**config.mk**
```make
export PLATFORM = sky130hd
export DESIGN_NAME = trng_word_assembler
export DESIGN_NICKNAME = d
export VERILOG_FILES = /design/src/rtl/trng_word_assembler_pkg.sv /design/src/rtl/trng_sync_fifo.sv /design/src/rtl/trng_word_assembler.sv
export SDC_FILE = /design/constraint.sdc
export NUM_CORES = 1
export LEC_CHECK = 0
export ABC_AREA = 1
export ABC_CLOCK_PERIOD_IN_PS = 3600
export CAP_MARGIN = 25
export CORE_AREA = 8 8 168 170
export CTS_BUF_LIST = sky130_fd_sc_hd__clkbuf_4 sky130_fd_sc_hd__clkbuf_8
export DETAILED_ROUTE_END_ITERATION = 12
export DIE_AREA = 0 0 176 178
export HOLD_SLACK_MARGIN = 0.08
export PLACE_DENSITY_LB_ADDON = 0.15
export SKIP_CTS_REPAIR_TIMING = 1
export SLEW_MARGIN = 5
export SYNTH_ARGS = -nofsm -noshare
export SYNTH_HDL_FRONTEND = slang
export SYNTH_HIERARCHICAL = 1
export SYNTH_SLANG_ARGS = --single-unit
```
**constraint.sdc**
```tcl
create_clock -name clk -period 3.6 [get_ports clk]
set_clock_uncertainty 0.2 [all_clocks]
set_input_delay 0.72 -clock clk [delete_from_list [all_inputs] [get_ports clk]]
set_output_delay 0.72 -clock clk [all_outputs]
set_load 0.01 [all_outputs]
```
**src/rtl/trng_word_assembler_pkg.sv**
```systemverilog
// Shared defaults, von Neumann pair-state encoding and width helper for the TRNG sampling path.
package trng_word_assembler_pkg;

  localparam int unsigned DEF_NUM_CH     = 4;
  localparam int unsigned DEF_OUT_W      = 64;
  localparam int unsigned DEF_DECIM      = 8;
  localparam int unsigned DEF_RCT_CUTOFF = 32;
  localparam int unsigned DEF_FIFO_DEPTH = 4;

  typedef enum logic {
    VN_IDLE       = 1'b0,
    VN_HAVE_FIRST = 1'b1
  } vn_state_e;

  // Bits needed to hold values 0..max_val (at least one bit).
  function automatic int unsigned cnt_w(input int unsigned max_val);
    return (max_val < 1) ? 1 : $clog2(max_val + 1);
  endfunction

endpackage

```
**src/rtl/trng_sync_fifo.sv**
```systemverilog
// Single-clock word FIFO; push is accepted when not full or when a pop happens in the same cycle.
module trng_sync_fifo
  import trng_word_assembler_pkg::*;
#(
  parameter int unsigned WIDTH = 64,
  parameter int unsigned DEPTH = 4
) (
  input  logic                      clk,
  input  logic                      rst_n,
  input  logic                      i_push,
  input  logic [WIDTH-1:0]          i_push_data,
  input  logic                      i_pop,
  output logic [WIDTH-1:0]          o_head_c,
  output logic                      o_full,
  output logic                      o_empty,
  output logic [cnt_w(DEPTH)-1:0]   o_count
);

  localparam int unsigned PTR_W = (DEPTH > 1) ? $clog2(DEPTH) : 1;
  localparam int unsigned CNT_W = cnt_w(DEPTH);

  logic [WIDTH-1:0] r_mem [DEPTH];
  logic [PTR_W-1:0] r_wr_ptr;
  logic [PTR_W-1:0] r_rd_ptr;
  logic [CNT_W-1:0] r_count;
  logic             r_full;
  logic             r_empty;
  logic             w_push_ok;
  logic             w_pop_ok;
  logic [CNT_W-1:0] w_count_nxt;

  assign w_pop_ok  = i_pop && !r_empty;
  assign w_push_ok = i_push && (!r_full || w_pop_ok);

  always_comb begin
    w_count_nxt = r_count;
    if (w_push_ok && !w_pop_ok) begin
      w_count_nxt = r_count + CNT_W'(1);
    end else if (!w_push_ok && w_pop_ok) begin
      w_count_nxt = r_count - CNT_W'(1);
    end
  end

  // Flags are registered from the next count so they track r_count exactly.
  always_ff @(posedge clk or negedge rst_n) begin
    if (!rst_n) begin
      r_wr_ptr <= '0;
      r_rd_ptr <= '0;
      r_count  <= '0;
      r_full   <= 1'b0;
      r_empty  <= 1'b1;
      for (int unsigned i = 0; i < DEPTH; i++) begin
        r_mem[i] <= '0;
      end
    end else begin
      if (w_push_ok) begin
        r_mem[r_wr_ptr] <= i_push_data;
        r_wr_ptr        <= r_wr_ptr + PTR_W'(1);
      end
      if (w_pop_ok) begin
        r_rd_ptr <= r_rd_ptr + PTR_W'(1);
      end
      r_count <= w_count_nxt;
      r_empty <= (w_count_nxt == '0);
      r_full  <= (w_count_nxt == CNT_W'(DEPTH));
    end
  end

  assign o_head_c = r_mem[r_rd_ptr];
  assign o_full   = r_full;
  assign o_empty  = r_empty;
  assign o_count  = r_count;

endmodule

```
**src/rtl/trng_word_assembler.sv**
```systemverilog
// Samples and XOR-combines RO outputs, optionally von Neumann debiases, runs a repetition-count
// health test and packs accepted bits MSB-first into words queued in a small FIFO.
module trng_word_assembler
  import trng_word_assembler_pkg::*;
#(
  parameter int unsigned NUM_CH     = DEF_NUM_CH,
  parameter int unsigned OUT_W      = DEF_OUT_W,
  parameter int unsigned DECIM      = DEF_DECIM,
  parameter int unsigned RCT_CUTOFF = DEF_RCT_CUTOFF,
  parameter int unsigned FIFO_DEPTH = DEF_FIFO_DEPTH
) (
  input  logic              clk,
  input  logic              rst,
  input  logic              enable,
  input  logic              mode_vn,
  input  logic [NUM_CH-1:0] ro_raw,
  output logic [OUT_W-1:0]  data_out,
  output logic              data_valid,
  input  logic              data_ready,
  output logic              health_fail
);

  localparam int unsigned DEC_W = cnt_w(DECIM - 1);
  localparam int unsigned BIT_W = cnt_w(OUT_W - 1);
  localparam int unsigned RCT_W = cnt_w(RCT_CUTOFF);
  localparam int unsigned CNT_W = cnt_w(FIFO_DEPTH);

  logic [NUM_CH-1:0] r_sync1;
  logic [NUM_CH-1:0] r_sync2;
  logic              r_en_d;
  logic              r_mode_vn;
  logic [DEC_W-1:0]  r_dcnt;
  logic              r_last_raw;
  logic [RCT_W-1:0]  r_rct_cnt;
  logic              r_health_fail;
  vn_state_e         r_vn_state;
  logic              r_vn_first;
  logic [OUT_W-1:0]  r_shreg;
  logic [BIT_W-1:0]  r_bcnt;

  logic              w_raw;
  logic              w_full;
  logic              w_empty;
  logic [CNT_W-1:0]  w_unused_fifo_count;
  logic              w_pop;
  logic              w_stall;
  logic              w_en_rise;
  logic              w_mode_vn;
  logic              w_strobe;
  logic              w_sample;
  logic              w_rct_same;
  logic              w_trip;
  logic              w_bit_vld;
  logic              w_bit;
  logic              w_push;
  logic [OUT_W-1:0]  w_push_data;

  assign w_raw      = ^r_sync2;
  assign data_valid = !w_empty;
  assign w_pop      = data_valid && data_ready;
  // A full FIFO with no pop freezes sampling so no accepted bit is ever dropped.
  assign w_stall    = w_full && !w_pop;
  assign w_en_rise  = enable && !r_en_d;
  assign w_mode_vn  = w_en_rise ? mode_vn : r_mode_vn;
  assign w_strobe   = enable && !w_stall && (r_dcnt == DEC_W'(DECIM - 1));
  assign w_sample   = w_strobe && !r_health_fail;
  assign w_rct_same = (r_rct_cnt != '0) && (w_raw == r_last_raw);
  assign w_trip     = w_sample && w_rct_same && (r_rct_cnt == RCT_W'(RCT_CUTOFF - 1));

  // Bit acceptance: raw mode takes every sample, debias mode emits the first of an unequal pair.
  always_comb begin
    w_bit_vld = 1'b0;
    w_bit     = w_raw;
    if (w_sample && !w_trip) begin
      if (!w_mode_vn) begin
        w_bit_vld = 1'b1;
      end else if ((r_vn_state == VN_HAVE_FIRST) && (r_vn_first != w_raw)) begin
        w_bit_vld = 1'b1;
        w_bit     = r_vn_first;
      end
    end
  end

  assign w_push      = w_bit_vld && (r_bcnt == BIT_W'(OUT_W - 1));
  assign w_push_data = {r_shreg[OUT_W-2:0], w_bit};

  always_ff @(posedge clk or negedge rst) begin
    if (!rst) begin
      r_sync1       <= '0;
      r_sync2       <= '0;
      r_en_d        <= 1'b0;
      r_mode_vn     <= 1'b0;
      r_dcnt        <= '0;
      r_last_raw    <= 1'b0;
      r_rct_cnt     <= '0;
      r_health_fail <= 1'b0;
      r_vn_state    <= VN_IDLE;
      r_vn_first    <= 1'b0;
      r_shreg       <= '0;
      r_bcnt        <= '0;
    end else begin
      r_sync1 <= ro_raw;
      r_sync2 <= r_sync1;
      r_en_d  <= enable;
      if (w_en_rise) begin
        r_mode_vn <= mode_vn;
      end
      if (!enable) begin
        r_dcnt        <= '0;
        r_last_raw    <= 1'b0;
        r_rct_cnt     <= '0;
        r_health_fail <= 1'b0;
        r_vn_state    <= VN_IDLE;
        r_vn_first    <= 1'b0;
        r_shreg       <= '0;
        r_bcnt        <= '0;
      end else begin
        if (!w_stall) begin
          r_dcnt <= (r_dcnt == DEC_W'(DECIM - 1)) ? '0 : r_dcnt + DEC_W'(1);
        end
        if (w_sample) begin
          r_last_raw <= w_raw;
          r_rct_cnt  <= w_rct_same ? r_rct_cnt + RCT_W'(1) : RCT_W'(1);
        end
        if (w_trip) begin
          r_health_fail <= 1'b1;
          r_vn_state    <= VN_IDLE;
          r_shreg       <= '0;
          r_bcnt        <= '0;
        end else begin
          if (w_sample && w_mode_vn) begin
            if (r_vn_state == VN_IDLE) begin
              r_vn_state <= VN_HAVE_FIRST;
              r_vn_first <= w_raw;
            end else begin
              r_vn_state <= VN_IDLE;
            end
          end
          if (w_bit_vld) begin
            r_shreg <= w_push_data;
            r_bcnt  <= w_push ? '0 : r_bcnt + BIT_W'(1);
          end
        end
      end
    end
  end

  assign health_fail = r_health_fail;

  trng_sync_fifo #(
    .WIDTH (OUT_W),
    .DEPTH (FIFO_DEPTH)
  ) u_fifo (
    .clk         (clk),
    .rst_n       (rst),
    .i_push      (w_push),
    .i_push_data (w_push_data),
    .i_pop       (w_pop),
    .o_head_c    (data_out),
    .o_full      (w_full),
    .o_empty     (w_empty),
    .o_count     (w_unused_fifo_count)
  );

endmodule

```
Word level (Yosys, flattened, before mapping):

Index checks and enable logic that the tools add are counted.

* add/subtract/negate cells: 7
* order comparisons: 3
* equal/unequal tests: 14
* muxes and demuxes: 40
* bitwise operators: 2
* reduce and logical (&&, ||, !) cells: 32

Operators with widths (count)
* $bwmux W256: 1
* $mux W64: 3
* $mux W63: 3
* $bmux W64 S2: 1
* $demux W64 S2: 1
* $mux W6: 7
* $mux W1: 19
* $logic_and A1 B1 Y1: 18
* $mux W3: 5
* $add A6 B1 Y6 const B: 2
* $logic_not A1 Y1: 9
* $add A3 B1 Y3 const B: 2
* $eq A3 B3 Y1 const B: 2
* $eq A6 B5 Y1 const B: 1
* $eq A6 B6 Y1 const B: 1
* $ge A3 B3 Y1 const B: 2
* $ne A2 B1 Y1 const B: 3
* $ne A2 B2 Y1 const B: 3
* $ne A3 B1 Y1 const B: 2
* $not A2 Y3: 2
* $reduce_bool A6 Y1: 1
* $add A2 B1 Y2 const B: 2
* $reduce_xor A4 Y1: 1
* $logic_not A3 Y1: 1
* 6 further kinds: 6

* register bits after elaboration: 357
* bits of input ports: 9
* output and inout port bits: 66
* word-level logic and storage cells: 119

Depth between registers and ports, before layout:

* depth in word-level cells: 20
* gate-level depth with buffers: 21
* gate-level depth less buffers: 20

Modules after synthesis:

Netlist, hierarchy kept.

By module, submodules not included
* trng_sync_fifo: times used 1, cells each 1317, area each 11339.6 um2, sequential area each 6632.6 um2
* trng_word_assembler: times used 1, cells each 455, area each 4036.4 um2, sequential area each 2302.2 um2

Worst setup path before layout:

Ideal clock, no wire load.

* kind: input -> register
* start: input port enable
* end: register u_fifo/r_mem[195] in the netlist's numbering
* setup time: 0.132 ns
* arrival: 2.546 ns
* required time: 3.268 ns
* setup slack: 0.722 ns
* stages: 18
* path buffers: 4
* cell sequence: buf_4 inv_2 nor2_1 nand2_1 nand2_2 nand2_2 inv_2 nor2_8 buf_6 nand2_1 nor2_1 inv_1 a21oi_4 nand2_1 buf_2 clkbuf_1 nand2_1 o21ai_0

* elaborated cells between the ends (all ways): 13
* those cells by class: mux: 3; reduce/logical: 10

RTL lines
* start: declaration: line trng_word_assembler.sv:14 `input logic enable,`
* $logic_and A1 B1 Y1: line trng_word_assembler.sv:63 `assign w_en_rise = enable && !r_en_d;`
* $mux W1
* via w_mode_vn: line trng_word_assembler.sv:48 `logic w_mode_vn;`
* $mux W1: line trng_word_assembler.sv:75 `if (!w_mode_vn) begin`
* $mux W1: line trng_word_assembler.sv:74 `if (w_sample && !w_trip) begin`
* $logic_and A1 B1 Y1: line trng_word_assembler.sv:84 `assign w_push = w_bit_vld && (r_bcnt == BIT_W'(OUT_W - 1));`
* via w_push: line trng_word_assembler.sv:55 `logic w_push;`
* $logic_and A1 B1 Y1: line trng_sync_fifo.sv:33 `assign w_push_ok = i_push && (!r_full || w_pop_ok);`
* end signal: indexed assignment: line trng_sync_fifo.sv:57 `r_mem[r_wr_ptr] <= i_push_data;`
* end: declaration: line trng_sync_fifo.sv:22 `logic [WIDTH-1:0] r_mem [DEPTH];`

The timed path passes the listed nets, and every way through them passes these cells.
A chain may end at the register's enable or synchronous reset.

Final worst setup path:

* start: register u_fifo.r_rd_ptr[0]
* end: output port data_out[20]

* cells in the longest elaborated chain, start to end: 4

RTL lines
* start: declaration: line trng_sync_fifo.sv:24 `logic [PTR_W-1:0] r_rd_ptr;`
* start signal: assignment: line trng_sync_fifo.sv:61 `r_rd_ptr <= r_rd_ptr + PTR_W'(1);`
* $not A2 Y3 (not written as such): line trng_sync_fifo.sv:69 `assign o_head_c = r_mem[r_rd_ptr];`
* $bmux W64 S2: line trng_sync_fifo.sv:69
* $mux W64 (not written as such) (2 in series): line trng_sync_fifo.sv:69
* end: declaration: line trng_word_assembler.sv:17 `output logic [OUT_W-1:0] data_out,`

No other way between the ends. The select of a mux whose other input is x is not followed.

==> reports/results.ini <==
[setup_path]
rr_startpoint = r_dcnt[0]
start_kind = flop
slowest_delay_ns = 0.61
critPathArrivalTime_ns = 2.56
cp_max_fo = 37
setup.worst_path.end_class = output port
worstSetupPathType = reg2out
path_cells = inv_4 -> buf_16 -> o21ai_0 -> o22ai_1 -> clkdlybuf4s50_1
r2r.worst_path.cells = 15
r2r-end = u_fifo/r_mem[218]
cp.required_ns = 2.68
worst-r2r-setup-slack_ns = 0.59
cp_slowest_cell = clkdlybuf4s50_1

[power_and_ir_drop]
power_frac_comb_pct = 2.0
p_sw_share_pct = 21.6
pwr-share-clk_pct = 46.5
netSwitchingPower_uw = 1690
p_leak_uw = 0.00847
p_seq_share_pct = 51.6
internal_power_uw = 6130
p_per_area_nw_per_um2 = 437
ir_drop_mv = 0.319

[outcome]
outcome = finished clean

[hold_path]
min_path_type = reg2reg
hold_end = r_sync2[3]
min_path_cells = 0
hold_start = r_sync1[3]

[routing]
num_vias = 12356
drt_iter0_drc = 1026
first_pass_iters = 5
wl_per_cell_um = 16.1
via_per_inst = 5.63
drc = 0
drt-total-wl_um = 35300
drtAntennaViolNets = 0

[timing]
finalHoldViolCount = 0
maxSlewHeadroom_pct = 44.9
finalCritPeriodShare_pct = 96.7
setup_violations = 0
slew_viol_final = 0
layout_min_cycle_time_ns = 3.48
rsz0062_at_grt = false
fmax_ghz = 0.287
worst_pin_slew_ns = 0.827
holdWs_ns = 0.139

[cells_and_area]
n_antenna_cell = 0
final_cell_mix = nand2_1 (435), o21ai_0 (389), dfrtp_1 (354)
multi_input_area_um2 = 5570
layout_commonest_cell = nand2_1
nNetsFinal = 1836
layout.cells.non_filler = 2195
fill_cells = 2003
fin_util_pct = 69.8
seqCellArea_um2 = 8940
drive_gt1_share_pct = 9.41
syn_to_final_growth_pct = 16.3

[global_routing]
overflow = 0
grt_max_degree = 87
grt_pass1_wl_um = 59600
grt_use_total_pct = 22.8
grt_pass1_vias = 12054
antenna_found_initial = 0

[floorplanning]
initial_utilization_pct = 60.0
die_w_um = 176
die-area_um2 = 31300
fp-row-count = 59
chipHeight_um = 178
io_pins = 75
core_um2 = 25600

[clock_tree]
cts_buffers = 56
clock-root-buffer = clkbuf_8
clock_latency_ns = 0.59
clk_pin_slew_worst_paths_ns = 0.06
cts.sinks = 357
clk_path_buf_depth = 3
cts_tree = built
htreeDepth = 2

[yosys]
ys_types = 31
avgSynthCellArea_um2 = 8.68
syn_area_um2 = 15400
synth_fp_nets = 1792
synth_cells = 1772
synth-seq-area-share_pct = 58.1
synth-warning-count = 6
ys_ff_latch = 357

[placed_design]
post-dp-hpwl_um = 20200
numPortBuffers = 74
place_congestion = 0.811
dp.cells = 2090

[run]
drv_cap = 0

-- through the flow --
step | total power, µW | TNS (ns) | worst slack, ns | area, µm²
2_1_floorplan | 4150 | 0 | 0.722 | 15400
3_3_place_gp | 4260 | 0 | 0.196 | 16500
3_5_place_dp | 4260 | 0 | 0.0874 | 16500
4_1_cts | 7900 | -0.248 | -0.0685 | 17800
5_1_grt | 8090 | 0 | 0.0105 | 17900
6_report | 7810 | 0 | 0.118 | 17900
-- worst max-delay path: cells and delay by family, from the launching register on --
family | cells | cell delay, ns
AO/OA/AOI/OAI | 2 | 0.39
buffers and inverters | 3 | 0.99
flip-flops | 1 | 0.59
-- how the worst max path moves through the flow --
stage / start / endpoint / slack, ns / cells past startpoint
after floorplan: enable / u_fifo/r_mem[195] / 0.72 / 18
after global placement: enable / u_fifo/r_mem[218] / 0.20 / 15
after detailed placement: data_ready / u_fifo/r_mem[218] / 0.09 / 14
after CTS: u_fifo/r_rd_ptr[0] / data_out[50] / -0.07 / 4
after global routing: u_fifo/r_rd_ptr[0] / data_out[56] / 0.01 / 5
final: u_fifo/r_rd_ptr[0] / data_out[20] / 0.12 / 5
-- cell families (layout without fill, tap and decap cells) --
| group | after synthesis | after routing | synth area share [%] |
|---|---|---|---|
| compound gates | 468 | 468 | 15.9 |
| fa+ha+maj | 11 | 11 | 0.895 |
| buf+inv | 227 | 315 | 6.02 |
| flops | 357 | 357 | 58.1 |
| xor+xnor | 10 | 10 | 0.570 |
| simple gates | 699 | 699 | 18.5 |
-- synth_stat cells (all sizes together) --
master,count,area share (%)
ha,11,0.90
clkbuf,79,1.9
xnor2,4,0.23
buf,40,1.5
nor3,2,0.065
clkinv,1,0.024
dfstp,1,0.17
nor2,144,3.6
o22ai,71,2.9
a21oi,4,0.20
o21ai,393,13
and2,1,0.041
nand2,456,11
nand3,93,3.1
dfrtp,356,58
nand4,3,0.22
inv,107,2.6
xor2,6,0.34
-- state kept, by name (all words and copies together) (netlist names) --
register         flops
health_fail          1
r_bcnt               6
r_dcnt               3
r_en_d               1
r_last_raw           1
r_mode_vn            1
r_rct_cnt            6
r_shreg             63
r_sync1              4
r_sync2              4
r_vn_first           1
r_vn_state           1
u_fifo/o_count       3
u_fifo/o_empty       1
u_fifo/o_full        1
u_fifo/r_mem       256
u_fifo/r_rd_ptr      2
u_fifo/r_wr_ptr      2
-- final cells by class --
cell class              instances  area share (%)
clock buffers                  93            6.60
inverters                     108            2.29
flip-flops and latches        357            50.0
multi-input cells            1188            31.2
repair buffers                105            7.25
well taps                     335            2.34
clock inverters                 9           0.322
-- power by group through the flow --
| stage | clock (µW) | sequential (µW) | combinational, µW |
|---|---|---|---|
| after floorplan | 0 | 4100 | 44.8 |
| after global placement | 0 | 4100 | 157 |
| after detailed placement | 0 | 4100 | 159 |
| after CTS | 3710 | 4030 | 159 |
| after global routing | 3880 | 4030 | 181 |
| final | 3630 | 4030 | 153 |
-- metal layers --
layer,GRT usage (%),wire [µm],up-vias
li1,-,-,5914
met4,6.08,518,0
met5,0,0,-
met1,31.8,16100,6012
met3,3.92,2220,48
met2,36.5,16400,382
(Power assumes the default switching activity.)
